File: src/rtl/muldiv_if.sv
// Issue/result bundle between the control unit and the HI/LO multiply-divide engine.
interface muldiv_if #(
    parameter int unsigned XLEN = 32
);
    logic            start;
    logic [1:0]      op;
    logic [XLEN-1:0] op_a;
    logic [XLEN-1:0] op_b;
    logic            mthi;
    logic            mtlo;
    logic [XLEN-1:0] mt_data;
    logic            read_hi;
    logic            read_lo;
    logic            busy;
    logic            stall;
    logic            done;
    logic [XLEN-1:0] hi;
    logic [XLEN-1:0] lo;

    modport master (
        output start, op, op_a, op_b, mthi, mtlo, mt_data, read_hi, read_lo,
        input  busy, stall, done, hi, lo
    );

    modport slave (
        input  start, op, op_a, op_b, mthi, mtlo, mt_data, read_hi, read_lo,
        output busy, stall, done, hi, lo
    );
endinterface

File: src/rtl/muldiv_sequencer.sv
// Iterative MULT/MULTU/DIV/DIVU engine owning HI/LO: one bit per cycle, fixed
// 34-edge latency, with a stall towards the issuing instruction stream.
module muldiv_sequencer #(
    parameter int unsigned XLEN = 32
) (
    input  logic      clk,
    input  logic      reset,
    muldiv_if.slave   bus
);
    localparam int unsigned CW = $clog2(XLEN) + 1;
    localparam int unsigned AW = 2 * XLEN;

    typedef enum logic [1:0] {
        IDLE = 2'd0,
        RUN  = 2'd1,
        FIX  = 2'd2
    } state_t;

    state_t          state;
    logic [CW-1:0]   count;
    logic [AW-1:0]   acc;
    logic [XLEN-1:0] opnd;
    logic            sign_a;
    logic            sign_b;
    logic [1:0]      op_r;
    logic            divzero;
    logic            busy;
    logic            done;
    logic [XLEN-1:0] hi;
    logic [XLEN-1:0] lo;

    logic            in_signed;
    logic            in_div;
    logic [XLEN-1:0] a_mag;
    logic [XLEN-1:0] b_mag;
    logic [XLEN:0]   mul_sum;
    logic [AW-1:0]   mul_next;
    logic [XLEN:0]   rem_sh;
    logic [XLEN:0]   rem_diff;
    logic            q_bit;
    logic [AW-1:0]   div_next;
    logic [AW-1:0]   prod;
    logic [XLEN-1:0] quot;
    logic [XLEN-1:0] rem;
    logic [XLEN-1:0] res_hi;
    logic [XLEN-1:0] res_lo;

    // Operand magnitudes at issue: signed ops use two's-complement |x|.
    always_comb begin
        in_signed = ~bus.op[0];
        in_div    = bus.op[1];
        a_mag     = (in_signed && bus.op_a[XLEN-1]) ? XLEN'(-bus.op_a) : bus.op_a;
        b_mag     = (in_signed && bus.op_b[XLEN-1]) ? XLEN'(-bus.op_b) : bus.op_b;
    end

    // One iteration step. acc = {upper, lower}; mult shifts right, divide shifts left.
    always_comb begin
        mul_sum  = {1'b0, acc[AW-1:XLEN]} + (acc[0] ? {1'b0, opnd} : (XLEN+1)'(0));
        mul_next = {mul_sum, acc[XLEN-1:1]};
        rem_sh   = acc[AW-1:XLEN-1];
        rem_diff = rem_sh - {1'b0, opnd};
        q_bit    = ~rem_diff[XLEN];
        div_next = {(q_bit ? rem_diff[XLEN-1:0] : rem_sh[XLEN-1:0]), acc[XLEN-2:0], q_bit};
    end

    // Sign fix-up; unsigned ops latch both signs as 0 so no correction applies.
    // A zero divisor leaves |dividend| as remainder, so the sign fix restores op_a.
    always_comb begin
        prod   = (sign_a ^ sign_b) ? AW'(-acc) : acc;
        quot   = (sign_a ^ sign_b) ? XLEN'(-acc[XLEN-1:0]) : acc[XLEN-1:0];
        rem    = sign_a ? XLEN'(-acc[AW-1:XLEN]) : acc[AW-1:XLEN];
        res_hi = prod[AW-1:XLEN];
        res_lo = prod[XLEN-1:0];
        if (op_r[1]) begin
            res_hi = rem;
            res_lo = divzero ? {XLEN{1'b1}} : quot;
        end
    end

    always_ff @(posedge clk or posedge reset) begin
        if (reset) begin
            state   <= IDLE;
            count   <= '0;
            acc     <= '0;
            opnd    <= '0;
            sign_a  <= 1'b0;
            sign_b  <= 1'b0;
            op_r    <= 2'b00;
            divzero <= 1'b0;
            busy    <= 1'b0;
            done    <= 1'b0;
            hi      <= '0;
            lo      <= '0;
        end else begin
            done <= 1'b0;
            unique case (state)
                IDLE: begin
                    if (bus.start) begin
                        // Issue wins over a same-cycle MTHI/MTLO.
                        sign_a  <= in_signed & bus.op_a[XLEN-1];
                        sign_b  <= in_signed & bus.op_b[XLEN-1];
                        op_r    <= bus.op;
                        divzero <= in_div & (bus.op_b == '0);
                        opnd    <= in_div ? b_mag : a_mag;
                        acc     <= {{XLEN{1'b0}}, (in_div ? a_mag : b_mag)};
                        count   <= '0;
                        busy    <= 1'b1;
                        state   <= RUN;
                    end else begin
                        if (bus.mthi) hi <= bus.mt_data;
                        if (bus.mtlo) lo <= bus.mt_data;
                    end
                end
                RUN: begin
                    acc   <= op_r[1] ? div_next : mul_next;
                    count <= count + CW'(1);
                    if (count == CW'(XLEN - 1)) state <= FIX;
                end
                FIX: begin
                    hi    <= res_hi;
                    lo    <= res_lo;
                    busy  <= 1'b0;
                    done  <= 1'b1;
                    state <= IDLE;
                end
                default: state <= IDLE;
            endcase
        end
    end

    assign bus.busy  = busy;
    assign bus.done  = done;
    assign bus.hi    = hi;
    assign bus.lo    = lo;
    assign bus.stall = busy & (bus.start | bus.read_hi | bus.read_lo | bus.mthi | bus.mtlo);

endmodule

File: src/flat_wrapper.sv
// flat-port wrapper written by rule: the top's interface ports become plain ports
module muldiv_sequencer_flat 
#(
    parameter int unsigned XLEN = 32
)
  (clk, reset, bus_start, bus_op, bus_op_a, bus_op_b, bus_mthi, bus_mtlo, bus_mt_data, bus_read_hi, bus_read_lo, bus_busy, bus_stall, bus_done, bus_hi, bus_lo);
  muldiv_if #(.XLEN(XLEN)) bus_i ();
  input  logic clk;
  input  logic reset;
  input wire logic [$bits(bus_i.start)-1:0] bus_start;
  input wire logic [$bits(bus_i.op)-1:0] bus_op;
  input wire logic [$bits(bus_i.op_a)-1:0] bus_op_a;
  input wire logic [$bits(bus_i.op_b)-1:0] bus_op_b;
  input wire logic [$bits(bus_i.mthi)-1:0] bus_mthi;
  input wire logic [$bits(bus_i.mtlo)-1:0] bus_mtlo;
  input wire logic [$bits(bus_i.mt_data)-1:0] bus_mt_data;
  input wire logic [$bits(bus_i.read_hi)-1:0] bus_read_hi;
  input wire logic [$bits(bus_i.read_lo)-1:0] bus_read_lo;
  output wire logic [$bits(bus_i.busy)-1:0] bus_busy;
  output wire logic [$bits(bus_i.stall)-1:0] bus_stall;
  output wire logic [$bits(bus_i.done)-1:0] bus_done;
  output wire logic [$bits(bus_i.hi)-1:0] bus_hi;
  output wire logic [$bits(bus_i.lo)-1:0] bus_lo;
  assign bus_i.start = bus_start;
  assign bus_i.op = bus_op;
  assign bus_i.op_a = bus_op_a;
  assign bus_i.op_b = bus_op_b;
  assign bus_i.mthi = bus_mthi;
  assign bus_i.mtlo = bus_mtlo;
  assign bus_i.mt_data = bus_mt_data;
  assign bus_i.read_hi = bus_read_hi;
  assign bus_i.read_lo = bus_read_lo;
  assign bus_busy = bus_i.busy;
  assign bus_stall = bus_i.stall;
  assign bus_done = bus_i.done;
  assign bus_hi = bus_i.hi;
  assign bus_lo = bus_i.lo;
  muldiv_sequencer #(.XLEN(XLEN)) u_core (.clk(clk), .reset(reset), .bus(bus_i));
endmodule
File: config.mk
export PLATFORM = sky130hd
export DESIGN_NAME = muldiv_sequencer_flat
export DESIGN_NICKNAME = d
export VERILOG_FILES = /design/src/rtl/muldiv_if.sv /design/src/rtl/muldiv_sequencer.sv /design/src/flat_wrapper.sv
export SDC_FILE = /design/constraint.sdc
export NUM_CORES = 1
export LEC_CHECK = 0
export BUFFER_PORTS_ARGS = -buffer_cell sky130_fd_sc_hd__buf_2
export CORE_AREA = 2 2 185 187
export DETAILED_ROUTE_END_ITERATION = 8
export DIE_AREA = 0 0 187 189
export GPL_TIMING_DRIVEN = 1
export SLEW_MARGIN = 20
export SYNTH_ARGS = -nofsm -noshare
export SYNTH_HDL_FRONTEND = slang
export SYNTH_SLANG_ARGS = --single-unit
File: constraint.sdc
create_clock -name clk -period 6.05 [get_ports clk]
set_input_delay 0.3025 -clock clk [delete_from_list [all_inputs] [get_ports clk]]
set_output_delay 0.3025 -clock clk [all_outputs]
set_load 0.03 [all_outputs]
== Word-level counts from Yosys, hierarchy flattened ==
Index checks and enable logic that the tools add are counted.

* Bits in registers: 175
* Latch bits: 0
* Bits in writable memories: 0
* Memory bits (read-only): 0
* Bits of input ports: 105
* Output and inout port bits: 67
* Logic and storage cells: 80
* Memories kept: 0

* Add/sub/neg operators: 8
* Multipliers: 0
* Div/mod/pow operators: 0
* Magnitude comparators: 0
* Equality and inequality tests: 8
* Shift operators: 0
* Muxes and demuxes: 29
* Bitwise logic cells: 11
* Reduce and logical (&&, ||, !) cells: 12

{| class="wikitable"
|+ Operators by type and width
! cell !! count
|-
| $mux 32 || 15
|-
| $mux 64 || 3
|-
| $neg 32->32 || 4
|-
| $pmux 32 s2 || 2
|-
| $pmux 64 s2 || 1
|-
| $neg 64->64 || 1
|-
| $add 32x33->33 || 1
|-
| $sub 33x32->33 || 1
|-
| $logic_not 32->1 || 1
|-
| $pmux 6 s2 || 1
|-
| $ne 2x2->1 const B || 4
|-
| $reduce_and 2->1 || 4
|-
| $add 6x1->6 const B || 1
|-
| $eq 6x5->1 const B || 1
|-
| $mux 6 || 1
|-
| $reduce_and 3->1 || 2
|-
| $and 1x1->1 || 4
|-
| $mux 2 || 2
|-
| $or 1x1->1 || 4
|-
| $pmux 2 s2 || 1
|-
| $reduce_bool 2->1 || 2
|-
| $eq 2x1->1 const B || 1
|-
| $eq 2x2->1 const B || 1
|-
| $logic_and 1x1->1 || 2
|-
| 6 further kinds || 8
|}

== Depth between registers and ports, before layout ==
Gate-level depths: netlist (run 1).

* Word-level depth: 6
* Mapped depth: 15
* Depth with buffers taken out: 13

== Least setup slack after synthesis (run 1) ==
OpenSTA, ideal clock, no wires.

* Kind: register to register
* From: register u_core.acc[0]
* To: register u_core.hi[8], in the netlist u_core.bus.hi[8]
* Library setup time: 0.133 ns
* Data arrival time: 3.313 ns
* Path slack: 2.604 ns
* Stages on the path, launching flop included: 13
* Buffers on the path: 2
* Cells stage by stage: dfrtp_1 > clkbuf_1 > inv_1 > clkbuf_1 > ha_1 > or4b_2 > nor4b_1 > nand4_1 > o21ai_0 > o21ai_0 > xor2_1 > nand2_1 > o21ai_0

* Longest elaborated chain between the ends: 4

{| class="wikitable"
|+ RTL lines
! what !! RTL line !! text
|-
| from (decl) || muldiv_sequencer.sv:21 || <nowiki>logic [AW-1:0] acc;</nowiki>
|-
| from (signal assigned) || muldiv_sequencer.sv:105 || <nowiki>acc <= {{XLEN{1'b0}}, (in_div ? a_mag : b_mag)};</nowiki>
|-
| from (signal assigned) || muldiv_sequencer.sv:115 || <nowiki>acc <= op_r[1] ? div_next : mul_next;</nowiki>
|-
| $neg 64->64 || muldiv_sequencer.sv:69 || <nowiki>prod = (sign_a ^ sign_b) ? AW'(-acc) : acc;</nowiki>
|-
| $mux 64 || muldiv_sequencer.sv:69 ||
|-
| $mux 32 || muldiv_sequencer.sv:74 || <nowiki>if (op_r[1]) begin</nowiki>
|-
| $pmux 32 s2 || muldiv_sequencer.sv:96 || <nowiki>unique case (state)</nowiki>
|-
| to (signal assigned) || muldiv_sequencer.sv:110 || <nowiki>if (bus.mthi) hi <= bus.mt_data;</nowiki>
|-
| to (signal assigned) || muldiv_sequencer.sv:120 || <nowiki>hi <= res_hi;</nowiki>
|-
| to (decl) || muldiv_sequencer.sv:29 || <nowiki>logic [XLEN-1:0] hi;</nowiki>
|}

Every way passes these cells.
A chain may end at the register's enable or synchronous reset.

== Worst setup path after layout (run 1) ==
* From: register u_core.acc[31]
* To: register u_core.acc[32]

* Longest elaborated chain between the ends: 4

{| class="wikitable"
|+ RTL lines
! what !! RTL line !! text
|-
| $sub 33x32->33 || muldiv_sequencer.sv:61 || <nowiki>rem_diff = rem_sh - {1'b0, opnd};</nowiki>
|-
| $mux 32 (*) || muldiv_sequencer.sv:63 || <nowiki>div_next = {(q_bit ? rem_diff[XLEN-1:0] : rem_sh[XLEN-1:0]), acc[XLEN-2:0], q_bit};</nowiki>
|-
| $mux 64 (*) || muldiv_sequencer.sv:115 ||
|-
| $pmux 64 s2 (*) || muldiv_sequencer.sv:96 ||
|}

Mark *: on every way between the ends. The rest lies on a longest branch, timed or not.

==> results of run 1 <==
-- power by group through the flow --
stage               clock (mW)  combinational, mW  sequential, mW
finish                    1.11               5.92            2.31
global route              1.17               6.48            2.37
CTS                       1.13               5.83            2.27
detailed placement           0               5.80            2.30
global placement             0               5.77            2.28
floorplan                    0               4.28            2.15
-- cells by family after synthesis --
kind of cell    count (synthesis)  synth area share (%)
xor+xnor                      179                  10.6
buf+inv                       202                  5.12
compound gates                625                  25.5
mux                            85                  5.76
simple gates                  566                  17.8
flops                         174                  29.2
fa+ha+maj                      71                  6.06
-- worst reg2reg max path: stages, from the launching register on --
cell	delay [ns]
sky130_fd_sc_hd__dfrtp_1	0.46
sky130_fd_sc_hd__inv_1	0.09
sky130_fd_sc_hd__ha_1	0.23
sky130_fd_sc_hd__fa_1	0.39
sky130_fd_sc_hd__nand2b_1	0.20
sky130_fd_sc_hd__a21oi_1	0.23
sky130_fd_sc_hd__o21ai_0	0.20
sky130_fd_sc_hd__a211o_1	0.35
sky130_fd_sc_hd__a21oi_1	0.42
sky130_fd_sc_hd__a21oi_2	0.27
sky130_fd_sc_hd__xnor2_4	0.50
sky130_fd_sc_hd__buf_4	0.46
sky130_fd_sc_hd__mux2_2	0.39
sky130_fd_sc_hd__o221ai_1	0.15
-- stage by stage --
step	utilization, %	std cells	instance area, um2
floorplan	-	1902	14900
global route	50.0	2446	16600
finish	50.0	2446	16600
CTS	50.0	2446	16600
detailed placement	48.2	2413	16000
global placement	48.2	2413	16000
-- metal layers --
| layer | part of all wire, % | GRT usage, % | vias up | wire length [um] |
|---|---|---|---|---|
| met5 | 0 | 0 | - | 0 |
| met4 | 2.8 | 9.58 | 0 | 1490 |
| met3 | 7.5 | 4.39 | 73 | 3950 |
| met2 | 44 | 45.8 | 674 | 23300 |
| met1 | 45 | 42.0 | 7100 | 23900 |
| li1 | - | - | 7057 | - |
-- timing repair --
item,CTS,global route
hold endpoints to repair,48,0
hold buffers,1,0
gates resized for setup,0,0
-- Yosys cell counts, drive strengths merged, types with 4 or more instances --
cell type  number  share of area, %
nor2b          26               1.1
dfrtp         174                29
or4            14              0.76
o311ai          5              0.29
buf            17              0.46
o41ai          13              0.81
o211ai         15              0.76
nand3          29              0.97
a211oi         52               2.6
xor2           75               4.4
nand2b         16              0.67
o21ai         180               6.0
a21oi         187               6.3
a22oi          19              0.96
nor4           16              0.71
a221oi          4              0.24
clkbuf        110               2.8
and3           11              0.46
inv            74               1.9
nor2          171               4.3
a21o           21               1.1
a311oi          4              0.24
o31ai          13              0.66
nand2         184               4.6
and2            4              0.17
xnor2         104               6.2
nor3           44               1.5
or2             6              0.27
nand4          17              0.71
nand3b          4              0.20
mux2            6              0.45
mux2i          79               5.3
or3             8              0.34
ha             69               5.8
o22ai          32               1.3
a31oi          35               1.5
o221ai         12              0.71
-- final cells by class --
cell class / count / area, um2 / share of cell area, %
clock buffer: 17 / 425 / 2.56
tap: 448 / 561 / 3.37
inverter: 75 / 287 / 1.72
sequential: 174 / 4360 / 26.2
clock inverter: 15 / 149 / 0.895
timing repair buffer: 191 / 1010 / 6.06
multi-input combinational: 1526 / 9850 / 59.2
-- final timing paths --
check,from,endpoint,cells past startpoint
min reg2reg,u_core.bus.lo[9]$_DFFE_PP0P_,u_core.bus.lo[9]$_DFFE_PP0P_,2
max,u_core.acc[31]$_DFFE_PP0P_,u_core.acc[32]$_DFFE_PP0P_,13
min in group asynchronous,reset,u_core.bus.hi[22]$_DFFE_PP0P_,3
max reg2reg,u_core.acc[31]$_DFFE_PP0P_,u_core.acc[32]$_DFFE_PP0P_,13
max in group asynchronous,reset,u_core.acc[47]$_DFFE_PP0P_,4
min,bus_mt_data[29],u_core.bus.hi[29]$_DFFE_PP0P_,3
-- cell usage in the layout, fill, tap and decap left out, types with 5 or more instances in the layout --
| cell | netlist | layout |
|---|---|---|
| sky130_fd_sc_hd__a211oi_1 | 52 | 52 |
| sky130_fd_sc_hd__a21o_1 | 21 | 21 |
| sky130_fd_sc_hd__a21oi_1 | 186 | 186 |
| sky130_fd_sc_hd__a22oi_1 | 19 | 19 |
| sky130_fd_sc_hd__a31oi_1 | 35 | 35 |
| sky130_fd_sc_hd__and3_1 | 11 | 11 |
| sky130_fd_sc_hd__buf_2 | 4 | 171 |
| sky130_fd_sc_hd__buf_4 | 0 | 19 |
| sky130_fd_sc_hd__clkbuf_16 | 0 | 17 |
| sky130_fd_sc_hd__dfrtp_1 | 174 | 173 |
| sky130_fd_sc_hd__ha_1 | 69 | 69 |
| sky130_fd_sc_hd__inv_1 | 74 | 73 |
| sky130_fd_sc_hd__mux2_2 | 6 | 6 |
| sky130_fd_sc_hd__mux2i_1 | 79 | 79 |
| sky130_fd_sc_hd__nand2_1 | 184 | 182 |
| sky130_fd_sc_hd__nand2b_1 | 16 | 16 |
| sky130_fd_sc_hd__nand3_1 | 29 | 29 |
| sky130_fd_sc_hd__nand4_1 | 17 | 17 |
| sky130_fd_sc_hd__nor2_1 | 171 | 170 |
| sky130_fd_sc_hd__nor2b_1 | 26 | 24 |
| sky130_fd_sc_hd__nor3_1 | 44 | 44 |
| sky130_fd_sc_hd__nor4_1 | 15 | 15 |
| sky130_fd_sc_hd__o211ai_1 | 15 | 15 |
| sky130_fd_sc_hd__o21ai_0 | 179 | 179 |
| sky130_fd_sc_hd__o221ai_1 | 12 | 12 |
| sky130_fd_sc_hd__o22ai_1 | 32 | 32 |
| sky130_fd_sc_hd__o31ai_1 | 13 | 13 |
| sky130_fd_sc_hd__o41ai_1 | 12 | 12 |
| sky130_fd_sc_hd__or2_2 | 5 | 5 |
| sky130_fd_sc_hd__or3_1 | 8 | 8 |
| sky130_fd_sc_hd__or4_1 | 12 | 12 |
| sky130_fd_sc_hd__xnor2_1 | 103 | 102 |
| sky130_fd_sc_hd__xor2_1 | 75 | 75 |
-- sequential cells by signal (all words and copies together) (netlist names) --
register         flops
u_core.acc          64
u_core.bus.busy      1
u_core.bus.done      1
u_core.bus.hi       32
u_core.bus.lo       32
u_core.count         6
u_core.divzero       1
u_core.op_r          1
u_core.opnd         32
u_core.sign_a        1
u_core.sign_b        1
u_core.state         2
==> flow_results.org, run 1 <==
** Job
- MaxCap Viol Count :: 0

** Global route
- The initial antenna violation count was 2.
- Aggregate global-route resource usage :: 29.5%
- Maximum number of pins on one net before global-route repair :: 89
- After global routing the overflow that remains totals 0.
- The first global-routing pass estimated 81.3 mm of wire.
- Via count of the first global-routing pass :: 13865

** Clock network
- TritonCTS built the clock tree.
- At the later pin of the worst-skew pair, clock insertion delay measures 0.44 ns.
- Clock-pin slew was measured on the worst setup and hold paths at 0.07 ns.
- CTS sink cnt :: 174
- The number of clock buffers added by TritonCTS is 17.
- In this run the number of H-tree levels came out at 4.
- After clock tree synthesis, the setup repair step added 0 buffers.
- Counting along the longest clock path gives a buffer depth of 2.
- The root buffer cell chosen for the clock tree is sky130_fd_sc_hd__clkbuf_16.

** STA
- Achievable frequency :: 225 MHz
- Period utilisation layout :: 73.4%
- Across all hold checks on the routed design, the worst slack comes to 0.173 ns.
- Final hold viol count :: 0
- Setup repair after global routing missed its margin :: no
- At the pin with the least slew margin, the transition time is 1.01 ns.
- In the final timing run, aggregate negative setup slack is 0 ns.
- Max transition margin :: 32.4%
- Least setup slack across all paths after layout :: 1.61 ns
- Post-route minimum period :: 4.44 ns
- Setup violation total in the final timing report :: 0
- The number of pins exceeding their max-slew limit in the final report was 0.
- Between clock sinks in the finished design, the worst skew comes to 0.0122 ns.

** Setup path
- Worst path slowest cell :: sky130_fd_sc_hd__xnor2_4
- The setup check on the worst reg-to-reg path leaves a slack of 1.61 ns.
- The critical path goes through inv_1, ha_1, fa_1, nand2b_1, a21oi_1, o21ai_0, a211o_1, a21oi_1, a21oi_2, xnor2_4, buf_4, mux2_2, o221ai_1.
- Critical path fanouts, max :: 22
- STA puts the critical path data required time at 6.39 ns.
- Worst Setup Path Type :: register to register
- Data arrives at the worst endpoint at 4.78 ns.
- The worst setup path is captured at a register.
- By instance count, the cell type seen most on the critical path is sky130_fd_sc_hd__a21oi_1.
- Family with the most delay on the worst path :: compound AO/OA/AOI/OAI gates
- The largest single stage delay on the critical path is 0.50 ns.
- Kind of start point of the critical path :: register
- Counting both buffers and inverters, the worst setup path holds a total of 2.

** Status
- The flow ran to the end, and the final reports show no timing, DRC or antenna violations.

** Die
- In this run the count of I/O pins placed on the die edge is 172.
- For this configuration, the core starts out at a cell density of 44.8%.
- The die is 187 um wide.
- Number of core rows :: 67
- The die is 189 um tall.
- Floorplan core area :: 33300 um2
- The die covers 35300 um2.

** Yosys
- Count of flip-flops with a built-in enable after synthesis :: 0
- During synthesis, Yosys emitted a total of 0 warnings.
- FFs w/ async S/R, synth :: 100%
- In the synthesized netlist, the number of instances is 1902.
- Counting every net in the synthesized netlist gives 2078.
- Flop and latch count out of synthesis :: 174
- Post-synth design cell area :: 14900 um2
- After synthesis, flip-flops and latches occupy 29.2% of the total area.
- Among all flip-flop cells after synthesis, the most frequent one is sky130_fd_sc_hd__dfrtp_1.
- Average cell area after synthesis :: 7.83 um2
- Counting distinct cell types in the post-synthesis netlist gives 76.

** Routing
- Detailed Routing Iterations Pass 1 :: 5
- The detailed router finished its first iteration with 1277 violations.
- Detail-routed via count per cell :: 6.09
- DRT antenna net count :: 0
- The final layout contains routed wiring with a total length of 52.7 mm.
- Final routed DRC violation total :: 0
- In the final routed layout, each cell accounts on average for 21.5 um.
- Via count :: 14904

** Min path
- The tightest min-delay check is of the input port to register type.

** Placed design
- Port-buffer cells :: 171
- Routability-driven placement finished with a final weighted congestion of 0.985.
- Setup WS pre-CTS :: 1.64 ns
- After legalization and detailed placement, the total HPWL measured 40.0 mm.

** Cells and area
- The number of antenna diodes in the final layout is 0.
- In the final design database the tool counted 2161 nets.
- Synthesis-to-finish area growth :: 11.7%
- Fill cells in the final layout number 3245.
- The post-route netlist has 12.8% of its cells at a drive strength greater than 1.

** Power and ir drop
- Pleak :: 7.16 nW
- The internal power of the cells totals 4.46 mW.
- Switching portion of total power :: 52.2%
- Power comes to 9.33 mW.
- Dividing total power by cell area gives a power density of 561 nW/um2.
- Switching power total :: 4.88 mW
- VDD sags by at most 306 uV.
- Share of total power in the clock network :: 11.8%
- Part of the power in registers :: 24.7%
- In this run, the combinational gates consume 63.4% of the power.
No activity file was read; power rests on OpenSTA's default activity.
==> run 2, diff against run 1 <==
ABC_AREA = 1   (was unset)
CORE_AREA = 2 2 204 206   (was 2 2 185 187)
DIE_AREA = 0 0 206 208   (was 0 0 187 189)
PLACE_DENSITY = 0.65   (was unset)
clock period = 3.9 ns   (was 6.05 ns; I/O delays follow)
==> run 2 against run 1 <==
Net effect:
- first-iteration DRC count up 96%
- total power rose by 110%
- global-route usage grew 6.2 points
- die area is 21% higher
- synthesized area grew 22%
- flip-flop and latch count unchanged
- design area grew 21%
- fmax up 47%
- hold slack lost 0.15 ns
- largest cell class unchanged
==> flow_results.org, run 2 <==
** Setup path
- For flop-to-flop paths, the worst setup slack is 0.89 ns.
- The most critical setup path has its endpoint at u_core.acc[62]$_DFFE_PP0P_.
- In this run the critical register-to-register path is captured at u_core.acc[62]$_DFFE_PP0P_.
- The worst register-to-register path begins at u_core.acc[32]$_DFFE_PP0P_.
- Worst Setup Path Type :: register to register
- The critical path starts at u_core.acc[32]$_DFFE_PP0P_.
- Along the worst path, the maximum fanout reaches 30.
- The worst setup path is launched from a register.
- Type of element capturing the critical path :: register
- Worst path required time :: 4.25 ns
- R2R cell count :: 18
- Arrival time worst endpoint :: 3.37 ns

** STA
- Worst clock skew :: 0.0157 ns
- Setup violation total in the final timing report :: 0
- Worst slew pin tran :: 0.799 ns
- Hold slack :: 0.0209 ns
- Setup repair after global routing left no endpoint under its margin.
- Number of pins exceeding their max-slew limit in the final report :: 0
- Timing would allow up to 332 MHz.
- Period utilisation layout :: 77.3%
- Final hold viol count :: 0
- Post-route minimum period :: 3.01 ns
- Max transition margin :: 46.2%
- Sum of negative setup slack :: 0 ns

** Global route
- Via count of the first global-routing pass :: 19396
- Maximum number of pins on one net before global-route repair :: 100
- Aggregate global-route resource usage :: 35.6%
- Initial antenna violation count :: 2
- Summed over all layers, the global routing overflow is 0.
- First-pass GRT wire length :: 116 mm

** Cells and area
- Final-stage net count :: 3408
- Most common cell after layout, fill and taps aside :: sky130_fd_sc_hd__nand2_1
- Final-layout fill cell count :: 4358
- The repair_antennas step left the layout with diodes totalling 0.
- Compared with the post-synthesis result, the final layout area differs by 11.1%.
- Flip-flop count of the largest register after layout :: 64
- Ranked by flip-flop count, first place goes to u_core.acc.
- In the layout the commonest cells are 1002 x sky130_fd_sc_hd__nand2_1, 433 x sky130_fd_sc_hd__inv_1, 358 x sky130_fd_sc_hd__nand3_1.
- Ratio of cells with drive above 1 in the final layout :: 9.61%

** Clock network
- TritonCTS built the clock tree.
- Hold buffer count at cts :: 4
- CTS max path bufs :: 2
- Clock edge transition at the registers on the reported setup and hold paths :: 0.07 ns
- Setup bufs post-CTS :: 0
- Clock latency on the worst-skew pair, taken at its later pin, is 0.47 ns.
- Clock tree synthesis inserted a total of 17 buffers.
- The root buffer cell chosen for the clock tree is sky130_fd_sc_hd__clkbuf_16.
- The H-tree was split into 4 levels.
- CTS sink cnt :: 174
- Post_cts resized :: 0

** Yosys
- In the post-synthesis netlist, the biggest area contributors are sky130_fd_sc_hd__dfrtp_1 24%, sky130_fd_sc_hd__nand2_1 21%, sky130_fd_sc_hd__nand3_1 9.9%.
- Sequential-to-total area share from yosys stat :: 24.1%
- Average cell area after synthesis :: 5.83 um2
- Count of flip-flops with a built-in enable after synthesis :: 0
- The most used flip-flop cell after synthesis is sky130_fd_sc_hd__dfrtp_1.
- Flop and latch count out of synthesis :: 174
- Yosys printed 0 warnings.
- FFs w/ async S/R, synth :: 100%
- The synthesized design devotes to its leading area cell type 24.1% of total area.
- Most frequent cells after synthesis :: 1002 x sky130_fd_sc_hd__nand2_1, 434 x sky130_fd_sc_hd__inv_1, 358 x sky130_fd_sc_hd__nand3_1
- The mapped netlist covers 18100 um2.
- In this run, distinct cell masters in the synthesized netlist total 54.
- Synthesized Nets :: 3282
- In the synthesized netlist, the number of instances is 3106.
- Summed over all instances, the cell type with the most area after synthesis is sky130_fd_sc_hd__dfrtp_1.
- By instance count, the leading cell after synthesis is sky130_fd_sc_hd__nand2_1.

** Min path
- The path class of the tightest hold or removal check is input port to register.

** Placed design
- Routability-driven placement finished with a final weighted congestion of 1.02.
- Port-buffer cells :: 171
- HPWL after detailed placement :: 62.3 mm

** Power and ir drop
- Max rail drop VDD :: 357 uV
- Summed over all cells, the static leakage comes to 10.7 nW.
- In this run the power density over the cells is 995 nW/um2.

** Die
- Initial Util :: 44.6%
- Number of core rows :: 74
- Total die area :: 42800 um2
- Floorplan core area :: 40600 um2
- 172 I/O pins were placed.
- The die is 206 um wide.
- Die Ht :: 208 um

** Routing
- DRT antenna net count :: 0
- Detail-routed via count per cell :: 5.64
- For this block, the initial DRC count from the detailed router was 2509.
- Dividing the detail-routed wire length by the instance count gives 20.3 um.
- Routed Wire Length :: 76.6 mm
- Final routed DRC violation total :: 0
- Summing over every cut layer, the via total after detailed routing is 21311.
- The first TritonRoute pass finished after 7 iterations.

** Status
- Result of the run :: finished clean

** Job
- Across the run, the number of max-cap violations was 0.
-- run 2: routing by layer --
| metal | up-vias | share of wire (%) | wire length, um | track usage (%) |
|---|---|---|---|---|
| li1 | 10249 | - | - | - |
| met1 | 9859 | 45 | 34400 | 52.3 |
| met2 | 1056 | 41 | 31300 | 50.9 |
| met3 | 143 | 9.9 | 7620 | 6.42 |
| met4 | 4 | 4.3 | 3310 | 14.6 |
| met5 | - | 0.035 | 27 | 0 |
-- run 2: area by class of cell --
cell class / count / area [um2] / area share (%)
multi-input combinational: 2378 / 11600 / 57.7
sequential: 174 / 4360 / 21.7
inverter: 448 / 1690 / 8.38
timing repair buffer: 213 / 1220 / 6.06
tap: 532 / 666 / 3.31
clock buffer: 19 / 443 / 2.20
clock inverter: 13 / 145 / 0.721
-- run 2: worst min-delay path by stage --
stage,start,endpoint,slack [ns],cells after the start
after floorplan,bus_op_b[30],u_core.divzero$_DFFE_PP0P_,0.29,1
after global placement,reset,u_core.acc[61]$_DFFE_PP0P_,0.22,2
after detailed placement,reset,u_core.acc[61]$_DFFE_PP0P_,0.22,2
after CTS,bus_mt_data[0],u_core.bus.hi[0]$_DFFE_PP0P_,0.008,3
after global routing,bus_mt_data[0],u_core.bus.hi[0]$_DFFE_PP0P_,0.03,3
final,bus_mt_data[0],u_core.bus.hi[0]$_DFFE_PP0P_,0.02,3
-- run 2: critical path: stages, from the launching register on --
cell	delay (ns)
sky130_fd_sc_hd__dfrtp_1	0.52
sky130_fd_sc_hd__inv_1	0.22
sky130_fd_sc_hd__fa_1	0.46
sky130_fd_sc_hd__inv_1	0.07
sky130_fd_sc_hd__nand2_1	0.04
sky130_fd_sc_hd__nand2_1	0.10
sky130_fd_sc_hd__nand3_1	0.09
sky130_fd_sc_hd__nand2_2	0.12
sky130_fd_sc_hd__nand2_1	0.07
sky130_fd_sc_hd__nand2_2	0.09
sky130_fd_sc_hd__nand2_2	0.07
sky130_fd_sc_hd__nand2_2	0.07
sky130_fd_sc_hd__nand2_1	0.06
sky130_fd_sc_hd__nand2_2	0.48
sky130_fd_sc_hd__nand2_1	0.12
sky130_fd_sc_hd__nand2_1	0.10
sky130_fd_sc_hd__nand2_1	0.05
sky130_fd_sc_hd__nand3_1	0.10
sky130_fd_sc_hd__nand2_1	0.06
-- run 2: kinds of logic (layout without fill, tap and decap cells) --
kind of cell / Yosys count / count (layout) / synth area share [%]
xor+xnor: 51 / 51 / 2.47
fa+ha+maj: 71 / 71 / 4.99
simple gates: 1790 / 1790 / 42.1
flops: 174 / 174 / 24.1
buf+inv: 554 / 693 / 12.0
compound gates: 466 / 466 / 14.5
-- run 2: power by group --
part / switching [mW] / leakage, nW / internal, mW
combinational: 9.82 / 8.29 / 4.45
sequential: 1.25 / 2.08 / 2.72
clock: 0.856 / 0.288 / 0.925
-- run 2: metrics by stage --
step	area (um2)	std cells	power, mW	worst slack (ns)	utilization, %
final	20100	3777	20.0	0.887	49.6
after global routing	20100	3777	21.8	0.586	49.6
after CTS	20100	3777	19.6	0.906	49.6
after detailed placement	19500	3741	17.8	0.929	48.1
after global placement	19500	3741	17.7	0.977	48.1
after floorplan	18100	3106	13.5	1.35	-
